===== src/rtl/mem_port_arbiter_pkg.sv =====
// Shared types for the two-port memory arbiter: word type, FSM states, port ids
// and the A/B selection rule.
package mem_port_arbiter_pkg;

   typedef logic [15:0] lc3b_word;

   typedef enum logic [1:0] {
      ARB_IDLE   = 2'd0,
      ARB_BUSY_A = 2'd1,
      ARB_BUSY_B = 2'd2
   } arb_state_t;

   typedef enum logic {
      PORT_A = 1'b0,
      PORT_B = 1'b1
   } arb_port_t;

   // On a tie, round-robin hands the port to whoever did not win last; fixed priority favours A.
   function automatic arb_port_t pick_winner(input logic      req_a,
                                             input logic      req_b,
                                             input arb_port_t last_grant,
                                             input logic      rr_en);
      arb_port_t w;
      if (req_a && req_b) begin
         w = (rr_en && last_grant == PORT_A) ? PORT_B : PORT_A;
      end else begin
         w = req_a ? PORT_A : PORT_B;
      end
      return w;
   endfunction

endpackage


===== src/rtl/mem_port_arbiter_req_latch.sv =====
// Holds the winning request while it is presented to memory; load captures a new
// request, clear drops only the strobes so address/data stay stable.
module mem_req_latch #(
   parameter int ADDR_W = 16,
   parameter int DATA_W = 16,
   parameter int MASK_W = 2
) (
   input  logic              clk,
   input  logic              rst,
   input  logic              load,
   input  logic              clear,
   input  logic              read_in,
   input  logic              write_in,
   input  logic [MASK_W-1:0] wmask_in,
   input  logic [ADDR_W-1:0] address_in,
   input  logic [DATA_W-1:0] wdata_in,
   output logic              read_q,
   output logic              write_q,
   output logic [MASK_W-1:0] wmask_q,
   output logic [ADDR_W-1:0] address_q,
   output logic [DATA_W-1:0] wdata_q
);

   logic              read_d;
   logic              write_d;
   logic [MASK_W-1:0] wmask_d;
   logic [ADDR_W-1:0] address_d;
   logic [DATA_W-1:0] wdata_d;

   // A request with both strobes set is treated as a write.
   always_comb begin
      read_d    = read_q;
      write_d   = write_q;
      wmask_d   = wmask_q;
      address_d = address_q;
      wdata_d   = wdata_q;
      if (load) begin
         read_d    = read_in & ~write_in;
         write_d   = write_in;
         wmask_d   = wmask_in;
         address_d = address_in;
         wdata_d   = wdata_in;
      end else if (clear) begin
         read_d  = 1'b0;
         write_d = 1'b0;
      end
   end

   always_ff @(posedge clk or posedge rst) begin
      if (rst) begin
         read_q    <= 1'b0;
         write_q   <= 1'b0;
         wmask_q   <= '0;
         address_q <= '0;
         wdata_q   <= '0;
      end else begin
         read_q    <= read_d;
         write_q   <= write_d;
         wmask_q   <= wmask_d;
         address_q <= address_d;
         wdata_q   <= wdata_d;
      end
   end

endmodule


===== src/rtl/mem_port_arbiter.sv =====
// Shares one memory port between instruction fetch (A) and data (B); the winner's
// request is latched at grant and held until mem_resp.
module mem_port_arbiter
   import mem_port_arbiter_pkg::*;
#(
   parameter int ADDR_W = 16,
   parameter int DATA_W = 16,
   parameter int MASK_W = 2,
   parameter int RR_EN  = 1
) (
   input  logic              clk,
   input  logic              rst,
   input  logic              read_a,
   input  logic              write_a,
   input  logic [MASK_W-1:0] wmask_a,
   input  logic [ADDR_W-1:0] address_a,
   input  logic [DATA_W-1:0] wdata_a,
   output logic              resp_a,
   output logic [DATA_W-1:0] rdata_a,
   input  logic              read_b,
   input  logic              write_b,
   input  logic [MASK_W-1:0] wmask_b,
   input  logic [ADDR_W-1:0] address_b,
   input  logic [DATA_W-1:0] wdata_b,
   output logic              resp_b,
   output logic [DATA_W-1:0] rdata_b,
   output logic              mem_read,
   output logic              mem_write,
   output logic [MASK_W-1:0] mem_wmask,
   output logic [ADDR_W-1:0] mem_address,
   output logic [DATA_W-1:0] mem_wdata,
   input  logic              mem_resp,
   input  logic [DATA_W-1:0] mem_rdata
);

   arb_state_t        state_q, state_d;
   arb_port_t         last_q, last_d;
   arb_port_t         winner;
   logic              req_a, req_b;
   logic              load, clear;
   logic              sel_read, sel_write;
   logic [MASK_W-1:0] sel_wmask;
   logic [ADDR_W-1:0] sel_address;
   logic [DATA_W-1:0] sel_wdata;

   // Grants only happen from IDLE, which forces one idle cycle between transactions.
   always_comb begin
      req_a   = read_a | write_a;
      req_b   = read_b | write_b;
      winner  = pick_winner(req_a, req_b, last_q, RR_EN != 0);
      state_d = state_q;
      last_d  = last_q;
      load    = 1'b0;
      clear   = 1'b0;
      case (state_q)
         ARB_IDLE: begin
            if (req_a || req_b) begin
               load    = 1'b1;
               last_d  = winner;
               state_d = (winner == PORT_A) ? ARB_BUSY_A : ARB_BUSY_B;
            end
         end
         ARB_BUSY_A, ARB_BUSY_B: begin
            if (mem_resp) begin
               clear   = 1'b1;
               state_d = ARB_IDLE;
            end
         end
         default: state_d = ARB_IDLE;
      endcase
   end

   assign sel_read    = (winner == PORT_B) ? read_b    : read_a;
   assign sel_write   = (winner == PORT_B) ? write_b   : write_a;
   assign sel_wmask   = (winner == PORT_B) ? wmask_b   : wmask_a;
   assign sel_address = (winner == PORT_B) ? address_b : address_a;
   assign sel_wdata   = (winner == PORT_B) ? wdata_b   : wdata_a;

   // Reset leaves last grant on B so that A wins the very first tie.
   always_ff @(posedge clk or posedge rst) begin
      if (rst) begin
         state_q <= ARB_IDLE;
         last_q  <= PORT_B;
      end else begin
         state_q <= state_d;
         last_q  <= last_d;
      end
   end

   mem_req_latch #(
      .ADDR_W(ADDR_W),
      .DATA_W(DATA_W),
      .MASK_W(MASK_W)
   ) u_req_latch (
      .clk       (clk),
      .rst       (rst),
      .load      (load),
      .clear     (clear),
      .read_in   (sel_read),
      .write_in  (sel_write),
      .wmask_in  (sel_wmask),
      .address_in(sel_address),
      .wdata_in  (sel_wdata),
      .read_q    (mem_read),
      .write_q   (mem_write),
      .wmask_q   (mem_wmask),
      .address_q (mem_address),
      .wdata_q   (mem_wdata)
   );

   assign resp_a  = mem_resp & (state_q == ARB_BUSY_A);
   assign resp_b  = mem_resp & (state_q == ARB_BUSY_B);
   assign rdata_a = mem_rdata;
   assign rdata_b = mem_rdata;

endmodule


===== config.mk =====
export PLATFORM = sky130hd
export DESIGN_NAME = mem_port_arbiter
export DESIGN_NICKNAME = d
export VERILOG_FILES = /design/src/rtl/mem_port_arbiter_pkg.sv /design/src/rtl/mem_port_arbiter_req_latch.sv /design/src/rtl/mem_port_arbiter.sv
export SDC_FILE = /design/constraint.sdc
export NUM_CORES = 1
export LEC_CHECK = 0
export BUFFER_PORTS_ARGS = -buffer_cell sky130_fd_sc_hd__buf_2
export CELL_PAD_IN_SITES_DETAIL_PLACEMENT = 0
export CELL_PAD_IN_SITES_GLOBAL_PLACEMENT = 2
export CORE_MARGIN = 4
export CORE_UTILIZATION = 25
export DETAILED_ROUTE_END_ITERATION = 8
export GPL_TIMING_DRIVEN = 0
export PLACE_DENSITY_LB_ADDON = 0.08
export SYNTH_ARGS = -nofsm -noshare
export SYNTH_HDL_FRONTEND = slang
export SYNTH_HIERARCHICAL = 1
export SYNTH_SLANG_ARGS = --single-unit

===== constraint.sdc =====
create_clock -name clk -period 1.7 [get_ports clk]
set_input_delay 0 -clock clk [delete_from_list [all_inputs] [get_ports clk]]
set_output_delay 0 -clock clk [all_outputs]
set_load 0.02 [all_outputs]

==> impl_metrics.ini, run 1 <==
[run_status]
outcome = finished, final reports clean

[timing]
finalCriticalPeriod_ps = 1660
rsz0062_at_grt = no
maxSlewViolCount = 0
skew_ps = 6.26
setup_viol = 0
worst_pin_slew_ps = 804
max_freq_mhz = 604
fin_tns_setup_ps = 0
whs_ps = 43.2
fin_crit_sh_pct = 97.4
setup_ws_ps = 44.7
slew_headroom_pct = 46.4
finalHoldViolations = 0

[placed_design]
hpwlAfterDp_mm = 4.77
place_inst = 456
routabilityCongestion = 0.679
io_buffers = 143
dpl_cell_area_mm2 = 0.00334
pre_cts_ws_ps = 15.0

[synthesis]
synthesis.nets = 278
synth-seq-cells = 39
yosys.area.top_type_share_pct = 38.6
muxShareOfSynthArea_pct = 35.2
synthAdderAreaFrac_pct = 1.53
netlist_top_cells_area = dfrtp_1 (39%), mux2_2 (17%), mux2_4 (16%)
syn_inst = 184
syn_area_mm2 = 0.00246
ys_seq_area_share_pct = 39.7
synth_edf_count = 0
ys.flop_type = dfrtp_1
avgSynthCellArea_um2 = 13.4
synth.distinct_cells = 29
synth-simple-area-share_pct = 3.76
synth_top_family_by_area = multiplexers
synthArstFlopShare_pct = 100
synth-xor-area-share_pct = 0
ys_warn_count = 6
synth_compound_area_share_pct = 4.22
yosysTopAreaCell = dfrtp_1

[finish]
layout.nets = 434
nFillCells = 945
area_growth_pct = 42.3
fin_area_mm2 = 0.00350
drive_gt1_share_pct = 79.5
utilization_pct = 37.2
diodes = 0
final_common_cell = buf_2
final_cell_mix = buf_2 (143), dfrtp_1 (38), mux2_2 (37), buf_4 (36), mux2_4 (28)
layout.cells.non_filler = 470

[routing]
wl_per_cell_um = 12.8
drt-pass1-iter-count = 4
drt_iter0_markers = 30
via_per_inst = 3.93
drc = 0
route.vias.total = 1849
wl_mm = 6.00
drtAntennaViolNets = 0

[critical_path]
path_class = reg2reg
path_max_fanout = 10
r2r_start = last_q$_DFFE_PP1P_
start_kind = flip-flop
endpoint_kind = flip-flop
reg2reg_slack_ps = 40
required_ps = 1890
crit_start = last_q$_DFFE_PP1P_
crit_arrival_ps = 1840

[power]
power_density_mw_per_mm2 = 1650
irDropWorstVdd_v = 0.000655
leakage_nw = 1.82
power.total_mw = 5.79

[global_routing]
grt_max_degree = 37
antenna_found_initial = 0
overflow = 0
grt_pass1_vias = 1845
track_usage_pct = 10.2
grt_pass1_wl_mm = 9.15

[floorplanning]
fp.coreArea_mm2 = 0.00942
die_y_um = 107
dieArea_mm2 = 0.0115
dieWidth_um = 107
rows = 35
io_pins = 161
initial_utilization_pct = 26.1

[clock_network]
clock_path_buffers = 2
cts_root_buffer = clkbuf_8
cts_tree = done
clk_pin_slew_ps = 80
cts-htree-levels = 2
cts.sinks = 39
insertion_delay_ps = 290
cts_inserted_buffers = 5

[min_path]
hold_start = read_a
worstHoldPathType = in2reg

[flow_run]
maxCapViolCount = 0
==> final timing paths <==
check / to / cells past startpoint
min in group asynchronous: state_q[0]$_DFFE_PP0P_ / 3
worst max register to register: u_req_latch/address_q[1]$_DFFE_PP0P_ / 5
worst min-delay path: last_q$_DFFE_PP1P_ / 3
worst min register to register: u_req_latch/write_q$_DFFE_PP0P_ / 1
worst max-delay path: u_req_latch/address_q[1]$_DFFE_PP0P_ / 5
max in group asynchronous: u_req_latch/read_q$_DFFE_PP0P_ / 3
==> logic make-up after synthesis <==
family                   after synthesis
multiplexers                          68
buffers and inverters                 47
flip-flops                            39
AND/OR/NAND/NOR                       14
AO/OA/AOI/OAI                         13
adder cells (fa/ha/maj)                3
==> worst max-delay path: stages, from the launching register on <==
cell,delay (ps)
dfstp_2,590
o22ai_4,90
buf_4,160
buf_6,140
mux2_1,310
mux2_4,260
==> synthesized netlist by cell type, types with 2 or more instances <==
| library cell | number |
|---|---|
| nand2b_1 | 2 |
| dfrtp_1 | 38 |
| mux2_1 | 4 |
| buf_6 | 5 |
| inv_1 | 7 |
| a31oi_1 | 2 |
| a21oi_1 | 4 |
| buf_4 | 32 |
| nor2_2 | 2 |
| mux2_4 | 27 |
| and2_1 | 3 |
| mux2_2 | 37 |
| ha_1 | 3 |
| buf_12 | 3 |
==> power by group <==
part	internal [mW]	switching, mW
registers	1.42	0.257
logic	1.87	1.62
clock network	0.281	0.340
==> final cells by class <==
| class | instances | area [um2] | share of cell area [%] |
|---|---|---|---|
| clock inverter | 3 | 15.0 | 0.429 |
| multi-input combinational | 98 | 1120 | 31.9 |
| tap | 129 | 161 | 4.61 |
| clock buffer | 5 | 68.8 | 1.96 |
| sequential | 39 | 977 | 27.9 |
| buffer | 40 | 360 | 10.3 |
| timing repair buffer | 149 | 776 | 22.2 |
| inverter | 7 | 26.3 | 0.750 |
==> timing repair <==
| action | in CTS | in global routing |
|---|---|---|
| setup endpoints to repair | 5 | 35 |
| resized for setup | 1 | 3 |
| endpoints found under the hold margin | 39 | 0 |
| setup buffers | 0 | 5 |
| pin swaps | 0 | 1 |
| hold buffers | 1 | 0 |
==> registers in the layout (all words and copies together), names as in the netlist <==
name / flops
last_q: 1
state_q: 2
u_req_latch/address_q: 16
u_req_latch/read_q: 1
u_req_latch/wdata_q: 16
u_req_latch/wmask_q: 2
u_req_latch/write_q: 1
==> metal layers <==
| layer | routed length, um | global-route usage [%] | vias up |
|---|---|---|---|
| li1 | - | - | 917 |
| met1 | 2540 | 13.0 | 824 |
| met2 | 2690 | 15.5 | 104 |
| met3 | 732 | 4.76 | 4 |
| met4 | 34 | 2.19 | 0 |
| met5 | 0 | 0 | - |
Note: power is estimated with default switching activity, not from simulation.
==> inputs of run 2 (changes only) <==
- CORE_UTILIZATION: 25 -> 27
- clock period: 1.7 -> 2 ns (I/O delays scaled with it)
==> run 2 against run 1 <==
  * Via count decreased by 0.59%
  * Final cell count shrank 5.5%
  * Hold slack better by 10 ps
  * Clock skew is 2.6 ps lower
  * Core utilization up 1.5 points
  * Clock power is 15% lower
  * Register-to-register slack better by 260 ps
  * Sequential cell count is the same
  * Worst setup slack better by 260 ps
  * Clock-buffer cell count unchanged
  * Critical path type unchanged
  * Critical endpoint is now u_req_latch/address_q[8]$_DFFE_PP0P_
  * Largest power group unchanged
==> impl_metrics.ini, run 2 (same netlist as run 1, synthesis figures left out) <==
[routing]
drtAntennaViolNets = 0
via_per_inst = 4.14
route.vias.total = 1838
drc = 0
wl_mm = 5.77
wl_per_cell_um = 13.0
drt_iter0_markers = 51
drt-pass1-iter-count = 4

[global_routing]
grt_pass1_vias = 1788
grt_pass1_wl_mm = 8.57
track_usage_pct = 10.3
overflow = 0
antenna_found_initial = 0
grt_max_degree = 37

[min_path]
worstHoldPathType = in2reg

[critical_path]
path_max_fanout = 10
r2r_end = u_req_latch/address_q[8]$_DFFE_PP0P_
required_ps = 2180
endpoint_kind = flip-flop
crit_start = state_q[0]$_DFFE_PP0P_
r2r_start = state_q[0]$_DFFE_PP0P_
reg2reg_slack_ps = 300
r2r_cells = 6
crit_arrival_ps = 1880
path_class = reg2reg
crit_end = u_req_latch/address_q[8]$_DFFE_PP0P_
start_kind = flip-flop

[floorplanning]
dieWidth_um = 103
die_y_um = 103
initial_utilization_pct = 27.9
io_pins = 161
fp.coreArea_mm2 = 0.00881
rows = 34
dieArea_mm2 = 0.0107

[placed_design]
place_inst = 435
io_buffers = 143
hpwlAfterDp_mm = 4.57
routabilityCongestion = 0.707

[power]
power_density_mw_per_mm2 = 1400
leakage_nw = 1.77
irDropWorstVdd_v = 0.000567

[finish]
layout.cells.non_filler = 444
final_common_cell = buf_2
top_regs = u_req_latch/address_q (16), u_req_latch/wdata_q (16)
diodes = 0
drive_gt1_share_pct = 78.6
final_cell_mix = buf_2 (143), dfrtp_1 (38), mux2_2 (37), buf_4 (32), mux2_4 (27)
layout.nets = 429
area_growth_pct = 38.6

[flow_run]
maxCapViolCount = 0

[timing]
finalHoldViolations = 0
fin_crit_sh_pct = 85.0
slew_headroom_pct = 48.2
maxSlewViolCount = 0
max_freq_mhz = 588
rsz0062_at_grt = no
setup_viol = 0
worst_pin_slew_ps = 776
fin_tns_setup_ps = 0
finalCriticalPeriod_ps = 1700
skew_ps = 3.66

[clock_network]
clock_path_buffers = 2
cts_inserted_buffers = 5
cts_root_buffer = clkbuf_8
cts_tree = done
cts-resized-gates = 0
cts-htree-levels = 2
insertion_delay_ps = 290
clk_pin_slew_ps = 80
cts.sinks = 39

[run_status]
outcome = finished, final reports clean
## run 2: how the worst min path moves through the flow
stage / from / endpoint / cells past startpoint
finish: address_a[1] / u_req_latch/address_q[1]$_DFFE_PP0P_ / 3
CTS: read_a / last_q$_DFFE_PP1P_ / 3
detailed placement: rst / state_q[1]$_DFFE_PP0P_ / 2
floorplan: rst / state_q[0]$_DFFE_PP0P_ / 1
global placement: rst / state_q[0]$_DFFE_PP0P_ / 2
global route: read_a / last_q$_DFFE_PP1P_ / 3
## run 2: worst max-delay path, cell delays in order, from the launching register on
cell     delay, ps
dfrtp_1        420
inv_1           90
ha_1           240
and2_4         180
buf_6          170
buf_12         160
mux2_4         310
## run 2: area by class of cell
type	instances	area, um2
Buffer	40	357
Clock buffer	5	68.8
Clock inverter	3	20.0
Fill cell	869	5400
Inverter	7	26.3
Multi-Input combinational cell	98	1100
Sequential cell	39	977
Tap cell	108	135
Timing Repair Buffer	144	726
## run 2: through the flow
step	util, %	worst slack (ps)	power, mW	cell area, um2	hold WS [ps]
6_report	38.7	300	4.79	3410	53.5
3_3_place_gp	37.6	287	4.34	3310	-113
2_1_floorplan	-	458	3.56	2460	-247
5_1_grt	38.7	174	5.14	3410	43.4
3_5_place_dp	37.6	300	4.32	3310	-104
4_1_cts	38.7	283	4.90	3410	43.2
## run 2: per-layer routing
metal	share of wire, %	track usage [%]
met4	0.73	2.69
met3	11	3.55
met5	0	0
met1	42	12.8
met2	46	17.0
## run 2: report_power, final
group,total [mW],switching (mW),leakage [nW],internal [mW]
sequential,1.42,0.216,0.458,1.20
combinational,2.84,1.35,1.28,1.49
clock,0.529,0.286,0.0402,0.243
total,4.79,1.85,1.77,2.94
## run 2: repair_timing
| item | CTS | global route |
|---|---|---|
| hold buffers | 1 | 0 |
| setup buffers | 0 | 0 |
| hold endpoints to repair | 39 | 0 |
==> inputs of run 3 (changes only) <==
- CORE_UTILIZATION: 27 -> 22
- clock period: 2 -> 1.45 ns (I/O delays scaled with it)
==> run 3 against run 2 <==
  * The run now ends with negative setup slack left
  * First-iteration DRC count fell by 37%
  * Sequential share of layout area fell by 2.3 points
  * Sequential power rose by 35%
  * Worst setup slack got worse by 380 ps
  * Highest routed layer unchanged
  * Fmax rose by 11%
  * Hold slack improved by 11 ps
==> impl_metrics.ini, run 3 (same netlist as run 1, synthesis figures left out) <==
[power]
p_int_mw = 4.79
clock_power_share_pct = 12.5
switching_share_pct = 36.5
combPwrFrac_pct = 62.0
leakage_nw = 1.93
power_switching_mw = 2.75
irDropWorstVdd_v = 0.000715
p_seq_share_pct = 25.5
power_density_mw_per_mm2 = 2030

[finish]
final_cell_mix = buf_2 (143), buf_4 (42), dfrtp_1 (38), mux2_4 (35), mux2_2 (30)
layout.nets = 443
final_common_cell = buf_2
drive_gt1_share_pct = 80.9
fin_area_mm2 = 0.00371
diodes = 0
area_growth_pct = 50.9
top_regs = u_req_latch/address_q (16), u_req_latch/wdata_q (16)
layout.cells.non_filler = 490

[critical_path]
critPathSlowestCell = dfstp_2
endpoint_kind = flip-flop
r2r_end = u_req_latch/wdata_q[2]$_DFFE_PP0P_
crit_chain = o22ai_4 -> buf_6 -> mux2_2 -> mux2_2
start_kind = flip-flop
path_class = reg2reg
cp_common_cell = mux2_2
crit_arrival_ps = 1700
path_buf_inv = 1
path_max_fanout = 10
r2r_cells = 4
max_stage_delay_ps = 390
r2r_start = last_q$_DFFE_PP1P_
path_delay_family = multiplexers
required_ps = 1620
reg2reg_slack_ps = -80

[routing]
route.vias.total = 1929
drt_iter0_markers = 32
drc = 0
via_per_inst = 3.94
drt-pass1-iter-count = 2
wl_mm = 6.74
drtAntennaViolNets = 0
wl_per_cell_um = 13.7

[timing]
finalHoldViolations = 0
whs_ps = 64.5
maxSlewViolCount = 0
skew_ps = 6.35
fin_crit_sh_pct = 105
rsz0062_at_grt = yes
finalCriticalPeriod_ps = 1530
slew_headroom_pct = 45.9
fin_tns_setup_ps = -2240
setup_viol = 35
max_freq_mhz = 654
worst_pin_slew_ps = 811
setup_ws_ps = -78.8

[flow_run]
maxCapViolCount = 0

[clock_network]
cts.sinks = 39
cts_inserted_buffers = 5
cts_tree = done
cts_root_buffer = clkbuf_8
clock_path_buffers = 2
clk_pin_slew_ps = 80
insertion_delay_ps = 280
cts-htree-levels = 2

[global_routing]
track_usage_pct = 9.81
overflow = 0
grt_pass1_wl_mm = 10.1
grt_max_degree = 37
grt_pass1_vias = 1993
antenna_found_initial = 0

[min_path]
hold_start = read_a
worstHoldPathType = in2reg
hold_depth = 3
min_to = last_q$_DFFE_PP1P_

[floorplanning]
fp.coreArea_mm2 = 0.0109
dieArea_mm2 = 0.0129
io_pins = 161
dieWidth_um = 114
initial_utilization_pct = 22.6
rows = 38
die_y_um = 114

[placed_design]
hpwlAfterDp_mm = 5.12
io_buffers = 143
place_inst = 467
routabilityCongestion = 0.709
pre_cts_ws_ps = -278
dpl_cell_area_mm2 = 0.00337

[run_status]
outcome = finished with violations
violations = negative setup slack
[run 3: worst reg2reg max path: stages (launching register included)]
cell	delay, ps
dfstp_2	390
o22ai_4	210
buf_6	210
mux2_2	350
mux2_2	260
[run 3: final cells by class]
cell class / instances / area, um2
Fill cell: 1133 / 7170
Multi-Input combinational cell: 98 / 1150
Sequential cell: 39 / 977
Timing Repair Buffer: 158 / 898
Buffer: 40 / 365
Tap cell: 140 / 175
Clock buffer: 6 / 82.6
Clock inverter: 2 / 35.0
Inverter: 7 / 26.3
[run 3: timing repair]
action                                  in CTS  in global routing
endpoints found under the hold margin       39                  0
endpoints found under the setup margin      36                 36
resized for setup                           11                  1
pin swaps                                    1                  0
hold buffers                                 1                  0
buffers inserted                             8                  3
gates cloned                                 1                  2
[run 3: stage by stage]
step           total power, mW  util [%]
2_1_floorplan             4.96         -
3_3_place_gp              6.07      31.0
3_5_place_dp              6.07      31.0
4_1_cts                   7.46      33.4
5_1_grt                   8.05      34.1
6_report                  7.54      34.1
[run 3: metal layers]
metal	share of wire (%)	track usage, %
met5	0	0
met4	1.5	3.04
met3	8.1	2.92
met2	50	16.1
met1	40	12.4
[run 3: worst max-delay path by stage]
stage,from,to,slack (ps),cells after the start
after global placement,last_q$_DFFE_PP1P_,u_req_latch/wdata_q[6]$_DFFE_PP0P_,-260,4
after floorplan,state_q[0]$_DFFE_PP0P_,u_req_latch/address_q[0]$_DFFE_PP0P_,-60,6
after CTS,last_q$_DFFE_PP1P_,u_req_latch/address_q[8]$_DFFE_PP0P_,-110,4
final,last_q$_DFFE_PP1P_,u_req_latch/wdata_q[2]$_DFFE_PP0P_,-80,4
after detailed placement,last_q$_DFFE_PP1P_,u_req_latch/address_q[8]$_DFFE_PP0P_,-280,4
after global routing,last_q$_DFFE_PP1P_,u_req_latch/read_q$_DFFE_PP0P_,-160,6
[run 3: power by group through the flow]
stage | clock network, mW | logic [mW] | registers (mW)
after floorplan | 0 | 2.35 | 2.62
after global placement | 0 | 4.10 | 1.97
after detailed placement | 0 | 4.10 | 1.97
after CTS | 1.01 | 4.52 | 1.94
after global routing | 1.04 | 4.99 | 2.01
final | 0.944 | 4.67 | 1.92
